===== config.mk =====
export PLATFORM = sky130hd
export DESIGN_NAME = mem_arbiter
export DESIGN_NICKNAME = d
export VERILOG_FILES = /design/src/rtl/mem_arbiter.sv
export SDC_FILE = /design/constraint.sdc
export NUM_CORES = 1
export LEC_CHECK = 0
export CORE_MARGIN = 4
export CORE_UTILIZATION = 47
export CTS_CLUSTER_DIAMETER = 150
export DETAILED_ROUTE_END_ITERATION = 8
export PLACE_DENSITY = 0.81
export SETUP_SLACK_MARGIN = 0.15
export SYNTH_ARGS = -nofsm -noshare
export SYNTH_HDL_FRONTEND = slang
export SYNTH_SLANG_ARGS = --single-unit

===== constraint.sdc =====
create_clock -name CLK -period 11.4 [get_ports CLK]
set_input_delay 1.71 -clock CLK [delete_from_list [all_inputs] [get_ports CLK]]
set_output_delay 1.71 -clock CLK [all_outputs]
set_load 0.02 [all_outputs]

===== src/rtl/mem_arbiter.sv =====
// Arbitrates the fetch and MEM-stage ports onto one single-ported RAM.
// Generates the one-cycle ihit/dhit handshakes. Data wins ties unless it also won the previous grant.
module mem_arbiter #(
    parameter int ADDR_W = 32,
    parameter int DATA_W = 32
) (
    input  logic              CLK,
    input  logic              RST,
    input  logic              iREN,
    input  logic [ADDR_W-1:0] iaddr,
    output logic [DATA_W-1:0] iload,
    output logic              ihit,
    input  logic              dREN,
    input  logic              dWEN,
    input  logic [ADDR_W-1:0] daddr,
    input  logic [DATA_W-1:0] dstore,
    output logic [DATA_W-1:0] dload,
    output logic              dhit,
    output logic              ram_ren,
    output logic              ram_wen,
    output logic [ADDR_W-1:0] ram_addr,
    output logic [DATA_W-1:0] ram_store,
    input  logic [DATA_W-1:0] ram_load,
    input  logic              ram_ready
);

    typedef enum logic [2:0] {IDLE, IACC, DACC, IRESP, DRESP} state_t;

    localparam logic [ADDR_W-1:0] WORD_MASK = ~ADDR_W'(3);

    state_t            state, next_state;
    logic              last_d;
    logic              wen_q;
    logic [ADDR_W-1:0] iaddr_q, daddr_q;
    logic [DATA_W-1:0] dstore_q;
    logic              grant_d;

    // A data request loses to a pending fetch only right after its own grant.
    assign grant_d = (dREN | dWEN) & (~iREN | ~last_d);

    always_ff @(posedge CLK or posedge RST) begin
        if (RST) begin
            state <= IDLE;
        end else begin
            state <= next_state;
        end
    end

    always_comb begin
        next_state = state;
        case (state)
            IDLE: begin
                if (grant_d) begin
                    next_state = DACC;
                end else if (iREN) begin
                    next_state = IACC;
                end
            end
            DACC: begin
                if (ram_ready) next_state = DRESP;
            end
            IACC: begin
                // A dropped iREN still lets the RAM access finish; only the response is suppressed.
                if (ram_ready) next_state = iREN ? IRESP : IDLE;
            end
            IRESP:   next_state = IDLE;
            DRESP:   next_state = IDLE;
            default: next_state = IDLE;
        endcase
    end

    always_ff @(posedge CLK or posedge RST) begin
        if (RST) begin
            last_d   <= 1'b0;
            wen_q    <= 1'b0;
            iaddr_q  <= '0;
            daddr_q  <= '0;
            dstore_q <= '0;
            iload    <= '0;
            dload    <= '0;
        end else begin
            if (state == IDLE) begin
                if (grant_d) begin
                    daddr_q  <= daddr & WORD_MASK;
                    dstore_q <= dstore;
                    wen_q    <= dWEN;
                    last_d   <= 1'b1;
                end else if (iREN) begin
                    iaddr_q <= iaddr & WORD_MASK;
                    last_d  <= 1'b0;
                end
            end
            if (state == DACC && ram_ready && !wen_q) begin
                dload <= ram_load;
            end
            if (state == IACC && ram_ready && iREN) begin
                iload <= ram_load;
            end
        end
    end

    always_comb begin
        ram_ren   = 1'b0;
        ram_wen   = 1'b0;
        ram_addr  = '0;
        ram_store = '0;
        ihit      = 1'b0;
        dhit      = 1'b0;
        case (state)
            IACC: begin
                ram_ren  = 1'b1;
                ram_addr = iaddr_q;
            end
            DACC: begin
                ram_wen   = wen_q;
                ram_ren   = ~wen_q;
                ram_addr  = daddr_q;
                ram_store = dstore_q;
            end
            IRESP:   ihit = 1'b1;
            DRESP:   dhit = 1'b1;
            default: ;
        endcase
    end

endmodule


### After elaboration in Yosys (flattened, before gate mapping)

Index checks and enable logic that the tools add are counted.
W data, S select, Z words.

* equal/unequal tests: 7
* multiplexer cells: 14
* bitwise operators: 7
* reductions and logical operators: 11

Operators by type and width (count)
* $pmux W32 S2: 1
* $mux W32: 1
* $mux W3: 4
* $pmux W3 S3: 1
* $eq A3 B2 Y1 const B: 2
* $reduce_and A3 Y1: 2
* $mux W1: 5
* $logic_and A1 B1 Y1: 4
* $ne A2 B2 Y1 const B: 2
* $not A1 Y1: 4
* $reduce_and A2 Y1: 2
* $eq A3 B1 Y1 const B: 1
* $eq A3 B3 Y1 const B: 1
* $logic_not A3 Y1: 1
* $ne A3 B3 Y1 const B: 1
* $mux W2: 1
* $or A1 B1 Y1: 2
* $pmux W1 S2: 1
* $reduce_bool A2 Y1: 1
* $and A1 B1 Y1: 1
* $logic_not A1 Y1: 1

* flip-flop bits (word level): 161
* bits of input ports: 134
* output and inout bits: 132
* word-level logic and storage cells: 47

### Logic depth before layout (Yosys ltp)

Gate-level depths: netlist of run 1.

* depth in word-level cells: 5
* mapped depth: 6
* gate-level depth less buffers: 3

### Worst setup path before layout of run 1

OpenSTA, ideal clock, no wires.

* path type: reg-to-output
* from: register state[1]
* to: output port ram_addr[10]
* arrival time: 1.408 ns
* data required time: 9.690 ns
* slack: 8.282 ns
* stages on the path, launching flop included: 6
* buffers on the path: 3
* path through: dfrtp_1 -> buf_2 -> nor3b_2 -> buf_2 -> clkbuf_1 -> a22o_1

* longest elaborated chain between the ends: 2
* elaborated cells on any way between the ends: 3
* those cells by class: eq/ne (2); mux (1)

RTL lines
* start, declared: RTL line 31 `state_t state, next_state;`
* start signal, assigned: RTL line 45 `state <= next_state;`
* $eq A3 B2 Y1 / $eq A3 B1 Y1 (equally long branches): RTL line 109 `case (state)`
* $pmux W32 S2 *: RTL line 109
* end, declared: RTL line 21 `output logic [ADDR_W-1:0] ram_addr,`

Mark *: on every way between the ends. The rest lies on a longest branch, timed or not.

### Worst setup path after layout of run 1

* from: register state[0]
* to: output port ram_addr[12]

The elaborated chain is that of the path after synthesis.

==> flow_summary_export.csv, run 1 <==
group,metric,value,unit
outcome,outcome,"finished, final reports clean",
logic_synthesis,async_set_reset_flop_share_out_of_synthesis,100,%
die,design.die.area,16500,um^2
logic_synthesis,synthAdderAreaFrac,0,%
setup_path,timing.critical_path.cells,"nor3b_4 > buf_4 > a22o_1 > clkdlybuf4s50_1",
timing,slew_headroom,25.2,%
pwr,power.leakage,0.00428,uW
die,cell_row_count,43,
clock_tree,cts_hold_buf,0,
timing,max_slew.worst_pin.slew,1.12,ns
clock_tree,clk_path_buf_depth,2,
clock_tree,post_cts_resize_count,0,
die,start_util,48.5,%
logic_synthesis,yosys-top-cells-area,"dfrtp_1 (59%), mux2_2 (18%), mux2_4 (6.0%), a22o_1 (4.0%), mux2_1 (3.8%)",
timing,finalMaxSlewViolations,0,
drt,drtIter0Drc,216,
logic_synthesis,synth.yosys.seq_area_share,59.2,%
clock_tree,numClockSinks,161,
logic_synthesis,yosys.area_share.xor_xnor,0.129,%
cells_and_area,post-route-cell-area,10100,um^2
timing,fin_setup_tns,0,ns
logic_synthesis,muxShareOfSynthArea,27.6,%
setup_path,critical_path_class,"reg -> out",
drt,via_per_inst,5.15,
pwr,ir_drop,150,uV
die,num_io_pins,266,
cells_and_area,area_growth_syn_to_layout,48.3,%
drt,dr_total_vias,4576,
logic_synthesis,post_syn_area_per_cell,15.4,um^2
setup_path,critPathLaunch,"state[0]",
drt,finalWirelength,17100,um
setup_path,critical-path-slowest-cell,"nor3b_4",
setup_path,critical_path.startpoint_type,"flop",
global_routing,grt_max_degree,99,
cells_and_area,postLayoutCoreUtil,71.9,%
global_routing,grt_pass1_vias,5119,
run,maxcap_violations,0,
global_routing,globalRouteOverflowTotal,0,
hold_path,worstHoldEndpoint,"dstore_q[10]",
drt,detail_route.first_pass.iterations,4,
logic_synthesis,synth-simple-area-share,4.67,%
logic_synthesis,yosys.area.top_type,"dfrtp_1",
setup_path,ff_to_ff_path_depth,4,
drt,drcViolationCount,0,
global_routing,grt_usage,21.5,%
timing,fmax,0.204,GHz
logic_synthesis,synth-seq-cells,161,
logic_synthesis,syn_area,6810,um^2
logic_synthesis,synthFlopType,"dfrtp_1",
placed_design,gpl.final_weighted_congestion,0.848,
timing,grt_setup_unrepaired,"no",
placed_design,preCtsSetupSlack,6.86,ns
pwr,power-per-cell-area,300,nW/um^2
logic_synthesis,ys.warnings.count,0,
timing,skew,0.00662,ns
cells_and_area,nets,829,
clock_tree,tritoncts.num_buffers,17,
clock_tree,cts_tree,"yes",
drt,wl_per_cell,19.3,um
setup_path,endpoint_kind,"output port",
cells_and_area,area.sequential,4030,um^2
placed_design,placed_cell_area,9460,um^2
clock_tree,clock_slew_seen_by_the_registers_of_the_worst_setup_and_hold_paths,0.06,ns
die,fp.dieW,128,um
logic_synthesis,netlist_instances,443,
hold_path,hold_sp,"dstore_q[10]",
setup_path,setup.reg_to_reg.worst_slack,7.97,ns
die,floorplan.core_area,14000,um^2
timing,finalCritPeriodShare,43.1,%
cells_and_area,n_antenna_cell,0,
clock_tree,worst_skew_pair.late_latency,0.42,ns
logic_synthesis,synth_enable_flop_cells,0,
clock_tree,cts_post_setup_buffers_inserted,0,
global_routing,grt_first_pass_wirelength,27500,um
placed_design,port_buffers,259,
logic_synthesis,yosys.area.top_type_share,59.2,%
die,height_of_the_chip,128,um
timing,fin_worst_hold_slack,0.489,ns
logic_synthesis,synth_cell_type_count,33,
timing,final_critical_path_setup_slack,6.49,ns
clock_tree,clock-root-buffer,"clkbuf_16",
hold_path,min-delay-path-class,"reg -> reg",
logic_synthesis,main_combinational_cell_family_by_area_after_synthesis,"multiplexers",
drt,postRouteAntennaNets,0,
timing,report.final.hold_viol_count,0,
logic_synthesis,netlist_top_cells_count,"dfrtp_1 (161), mux2_2 (108), and2_1 (34)",
timing,min_period,4.91,ns
setup_path,timing.critical_path.slowest_cell_delay,0.86,ns
clock_tree,h_tree_levels,4,
hold_path,timing.hold.worst_path_depth,1,
cells_and_area,layout-drive-gt1-share,25.3,%
timing,finalSetupViolations,0,
placed_design,detail_placement_hpwl,12400,um
logic_synthesis,synth_compound_gate_area_share,5.00,%
global_routing,number_of_antenna_violations_at_the_first_check_in_global_routing,0,
cells_and_area,area_of_the_multi_input_gates,2560,um^2
setup_path,worst-endpoint-required,9.69,ns
setup_path,r2r-start,"state[0]",
setup_path,timing.critical_path.arrival,3.20,ns
logic_synthesis,synthMostInstantiatedCell,"dfrtp_1",
setup_path,critPathMaxFanout,34,
setup_path,worstReg2RegEnd,"dload[31]",
cells_and_area,fill_cells,908,
[per-layer routing]
layer	share of wire [%]	vias to the layer above	track usage [%]
li1	-	2084	-
met1	39	2264	25.6
met2	48	200	34.6
met3	11	28	9.76
met4	2.0	0	7.43
met5	0	-	0
[layout make-up]
cell class	instances	share of cell area [%]
inverters	2	0.124
well taps	180	2.23
clock inverters	13	1.82
repair buffers	264	26.1
multi-input cells	249	25.4
clock buffers	19	4.49
flip-flops and latches	161	39.9
[state kept, by name (all words and copies together), names as in the netlist]
register  cells
daddr_q      30
dload        32
dstore_q     32
iaddr_q      30
iload        32
last_d        1
state         3
wen_q         1
[per-stage QoR]
step                      std cells  power [uW]
after floorplan                 444        1850
final                           888        3030
after CTS                       888        3070
after global routing            888        3200
after global placement          856        2400
after detailed placement        856        2450
[critical path: cells and delay by family (launching register included)]
kind                   cells  cell delay [ns]
AO/OA/AOI/OAI              1             0.23
buffers and inverters      2             1.13
AND/OR/NAND/NOR            1             0.86
flip-flops                 1             0.55
[kinds of logic (layout without fill, tap and decap cells)]
group                  after synthesis  after routing
flip-flops                         161            161
multiplexers                       158            158
AND/OR/NAND/NOR                     48             48
AO/OA/AOI/OAI                       40             40
buffers and inverters               34            298
other                                1              2
XOR/XNOR                             1              1
[power breakdown]
part / leakage (uW) / total, uW / switching, uW / internal, uW
Sequential: 0.00192 / 1020 / 158 / 863
Clock: 0.000317 / 605 / 226 / 379
Combinational: 0.00204 / 1410 / 633 / 773
[placed cells by master (no fill, tap or decap)]
cell type,instances
a32o_1,1
o21ai_0,2
mux2_4,27
and3b_1,1
mux2_2,108
a22o_1,31
inv_1,1
and3b_2,1
clkinv_4,4
o22ai_1,1
clkinv_2,4
nand4b_1,1
a2bb2oi_1,1
mux2_1,23
clkbuf_16,17
o41ai_1,1
conb_1,2
dfrtp_1,161
nand2_2,1
nor3b_1,1
nor3b_4,1
nand2_1,1
clkbuf_8,2
xor2_1,1
buf_4,5
nor2_2,1
nor2_1,2
nor3_2,1
o21bai_1,1
and2_1,35
nand4_2,1
inv_6,2
a32oi_1,1
o2bb2ai_1,1
nor4_1,1
clkdlybuf4s50_1,259
bufinv_16,4
[how the worst max path moves through the flow]
| stage | endpoint | slack [ns] | depth (start not counted) |
|---|---|---|---|
| after floorplan | daddr_q[10] | 5.34 | 1 |
| after global placement | ram_addr[20] | 6.88 | 4 |
| after detailed placement | ram_addr[25] | 6.86 | 4 |
| after CTS | ram_addr[20] | 6.40 | 4 |
| after global routing | ram_addr[25] | 6.21 | 4 |
| final | ram_addr[12] | 6.49 | 4 |
(Power assumes the default switching activity.)
==> run 2: changes to the inputs <==
--- a/config.mk
+++ b/config.mk
@@ -6,10 +6,10 @@
 export NUM_CORES = 1
 export LEC_CHECK = 0
 export CORE_MARGIN = 4
-export CORE_UTILIZATION = 47
+export CORE_UTILIZATION = 44
 export CTS_CLUSTER_DIAMETER = 150
 export DETAILED_ROUTE_END_ITERATION = 8
-export PLACE_DENSITY = 0.81
+export PLACE_DENSITY = 0.77
 export SETUP_SLACK_MARGIN = 0.15
 export SYNTH_ARGS = -nofsm -noshare
 export SYNTH_HDL_FRONTEND = slang
==> constraint.sdc (replaced) <==
create_clock -name CLK -period 5.1 [get_ports CLK]
set_input_delay 0.765 -clock CLK [delete_from_list [all_inputs] [get_ports CLK]]
set_output_delay 0.765 -clock CLK [all_outputs]
set_load 0.02 [all_outputs]
==> flow_summary_export.csv, run 2 (synthesized netlist as in run 1, its figures left out) <==
group,metric,value,unit
outcome,outcome,"finished, final reports clean",
timing,report.final.hold_viol_count,0,
clock_tree,cts_post_setup_buffers_inserted,0,
clock_tree,post_cts_resize_count,0,
setup_path,worst-endpoint-required,4.34,ns
die,fp.dieW,132,um
run,maxcap_violations,0,
clock_tree,numClockSinks,161,
clock_tree,cts_hold_buf,0,
clock_tree,tritoncts.num_buffers,17,
die,height_of_the_chip,132,um
hold_path,min-delay-path-class,"reg -> reg",
timing,finalSetupViolations,0,
pwr,seq_power_share,33.9,%
global_routing,grt_busiest_layer,"met2",
pwr,total_power,6710,uW
pwr,power_switching_share,33.4,%
global_routing,grt_pass1_vias,4983,
placed_design,gpl.final_weighted_congestion,0.764,
die,start_util,44.8,%
timing,finalCritPeriodShare,75.3,%
timing,fin_worst_hold_slack,0.488,ns
global_routing,globalRouteOverflowTotal,0,
setup_path,critical_path_class,"reg -> out",
global_routing,m2_gr_usage,30.6,%
die,num_io_pins,266,
drt,drcViolationCount,0,
clock_tree,clock_slew_seen_by_the_registers_of_the_worst_setup_and_hold_paths,0.06,ns
clock_tree,cts_tree,"yes",
clock_tree,worst_skew_pair.late_latency,0.41,ns
timing,grt_setup_unrepaired,"no",
drt,wl_per_cell,18.5,um
pwr,power-per-cell-area,665,nW/um^2
timing,fmax,0.261,GHz
pwr,switching_power,2240,uW
timing,finalMaxSlewViolations,0,
cells_and_area,nets,829,
pwr,power.leakage,0.00425,uW
pwr,share_of_power_burned_in_combinational_logic,46.9,%
timing,min_period,3.84,ns
pwr,power_report.internal_total,4470,uW
drt,detail_route.first_pass.iterations,4,
clock_tree,clock-root-buffer,"clkbuf_16",
global_routing,gr-usage-met3,9.54,%
global_routing,globalRouteMet1Util,23.0,%
pwr,ir_drop,314,uV
cells_and_area,largest_registers,"dload x32, dstore_q x32, iload x32",
global_routing,grt_first_pass_wirelength,27000,um
cells_and_area,n_antenna_cell,0,
setup_path,critPathMaxFanout,24,
cells_and_area,layout-drive-gt1-share,24.9,%
global_routing,grt_max_degree,162,
timing,fin_setup_tns,0,ns
drt,drtIter0Drc,186,
setup_path,critical_path.startpoint_type,"flop",
timing,skew,0.00625,ns
clock_tree,h_tree_levels,4,
drt,postRouteAntennaNets,0,
placed_design,placedCellCount,864,
drt,via_per_inst,5.08,
cells_and_area,final_common_cell,"clkdlybuf4s50_1",
die,cell_row_count,45,
global_routing,grt_usage,19.3,%
drt,dr_total_vias,4545,
die,floorplan.core_area,15200,um^2
pwr,power_frac_clock,19.2,%
global_routing,number_of_antenna_violations_at_the_first_check_in_global_routing,0,
timing,slew_headroom,24.3,%
drt,finalWirelength,16600,um
setup_path,endpoint_kind,"output port",
die,design.die.area,17500,um^2
cells_and_area,postLayoutCoreUtil,66.3,%
setup_path,timing.critical_path.arrival,3.07,ns
placed_design,port_buffers,259,
timing,max_slew.worst_pin.slew,1.13,ns
cells_and_area,layoutNonFillerInstCount,895,
cells_and_area,area_growth_syn_to_layout,48.2,%
cells_and_area,fill_cells,1069,
placed_design,detail_placement_hpwl,11700,um
clock_tree,clk_path_buf_depth,2,
cells_and_area,commonest_cells_after_routing_fill_and_taps_aside,"clkdlybuf4s50_1 (259), dfrtp_1 (161), mux2_2 (108), and2_1 (35), a22o_1 (31)",
## run 2: changes by cell type in the layout (fill, tap and decap cells not counted)
| cell | change |
|---|---|
| clkbuf_8 | +1 |
| clkinv_4 | -3 |
| clkinvlp_4 | +4 |
| bufinv_16 | -1 |
| buf_12 | +1 |
| inv_6 | -2 |
| clkinv_2 | -2 |
| buf_4 | -1 |
| clkbuf_1 | +2 |
## run 2: metal layers
layer	wire length (um)	up-vias	share of wire, %
li1	-	2074	-
met5	0	-	0
met1	6720	2259	41
met2	7790	187	47
met3	1750	25	11
met4	318	0	1.9
## run 2: final timing paths
| check | start | to | slack (ns) | depth (start not counted) |
|---|---|---|---|---|
| setup reg to reg | state[0] | dload[31] | 2.17 | 4 |
| hold / removal | dstore_q[10] | dstore_q[10] | 0.49 | 1 |
| setup / recovery | state[2] | ram_addr[7] | 1.26 | 5 |
| max in group asynchronous | RST | iaddr_q[26] | 3.51 | 3 |
| min in group asynchronous | RST | iload[5] | 0.93 | 3 |
| hold reg to reg | dstore_q[10] | dstore_q[10] | 0.49 | 1 |
## run 2: layout make-up
cell class	instances	area, um^2	area share (%)
flip-flops and latches	161	4030	39.9
repair buffers	264	2640	26.2
multi-input cells	249	2560	25.4
clock buffers	22	474	4.70
well taps	188	235	2.33
clock inverters	9	131	1.30
inverters	2	11.3	0.112
## run 2: stage by stage
step                setup WS [ns]  cell area, um^2
floorplan                    2.29             6810
global placement             1.68             9480
detailed placement           1.66             9480
CTS                          1.19            10100
global route                 1.09            10100
finish                       1.26            10100
## run 2: critical path, stage by stage, from the launching register on
cell and delay [ns]:
dfrtp_1 0.48, nor2_2 0.27, and2_1 0.82, buf_4 0.31
a22o_1 0.14, clkdlybuf4s50_1 0.62
## run 2: power by group through the flow
stage / sequential (uW) / clock, uW / combinational (uW)
2_1_floorplan: 2510 / 0 / 1620
3_3_place_gp: 2250 / 0 / 3120
3_5_place_dp: 2290 / 0 / 3170
4_1_cts: 2280 / 1320 / 3200
5_1_grt: 2360 / 1380 / 3340
6_report: 2270 / 1290 / 3150
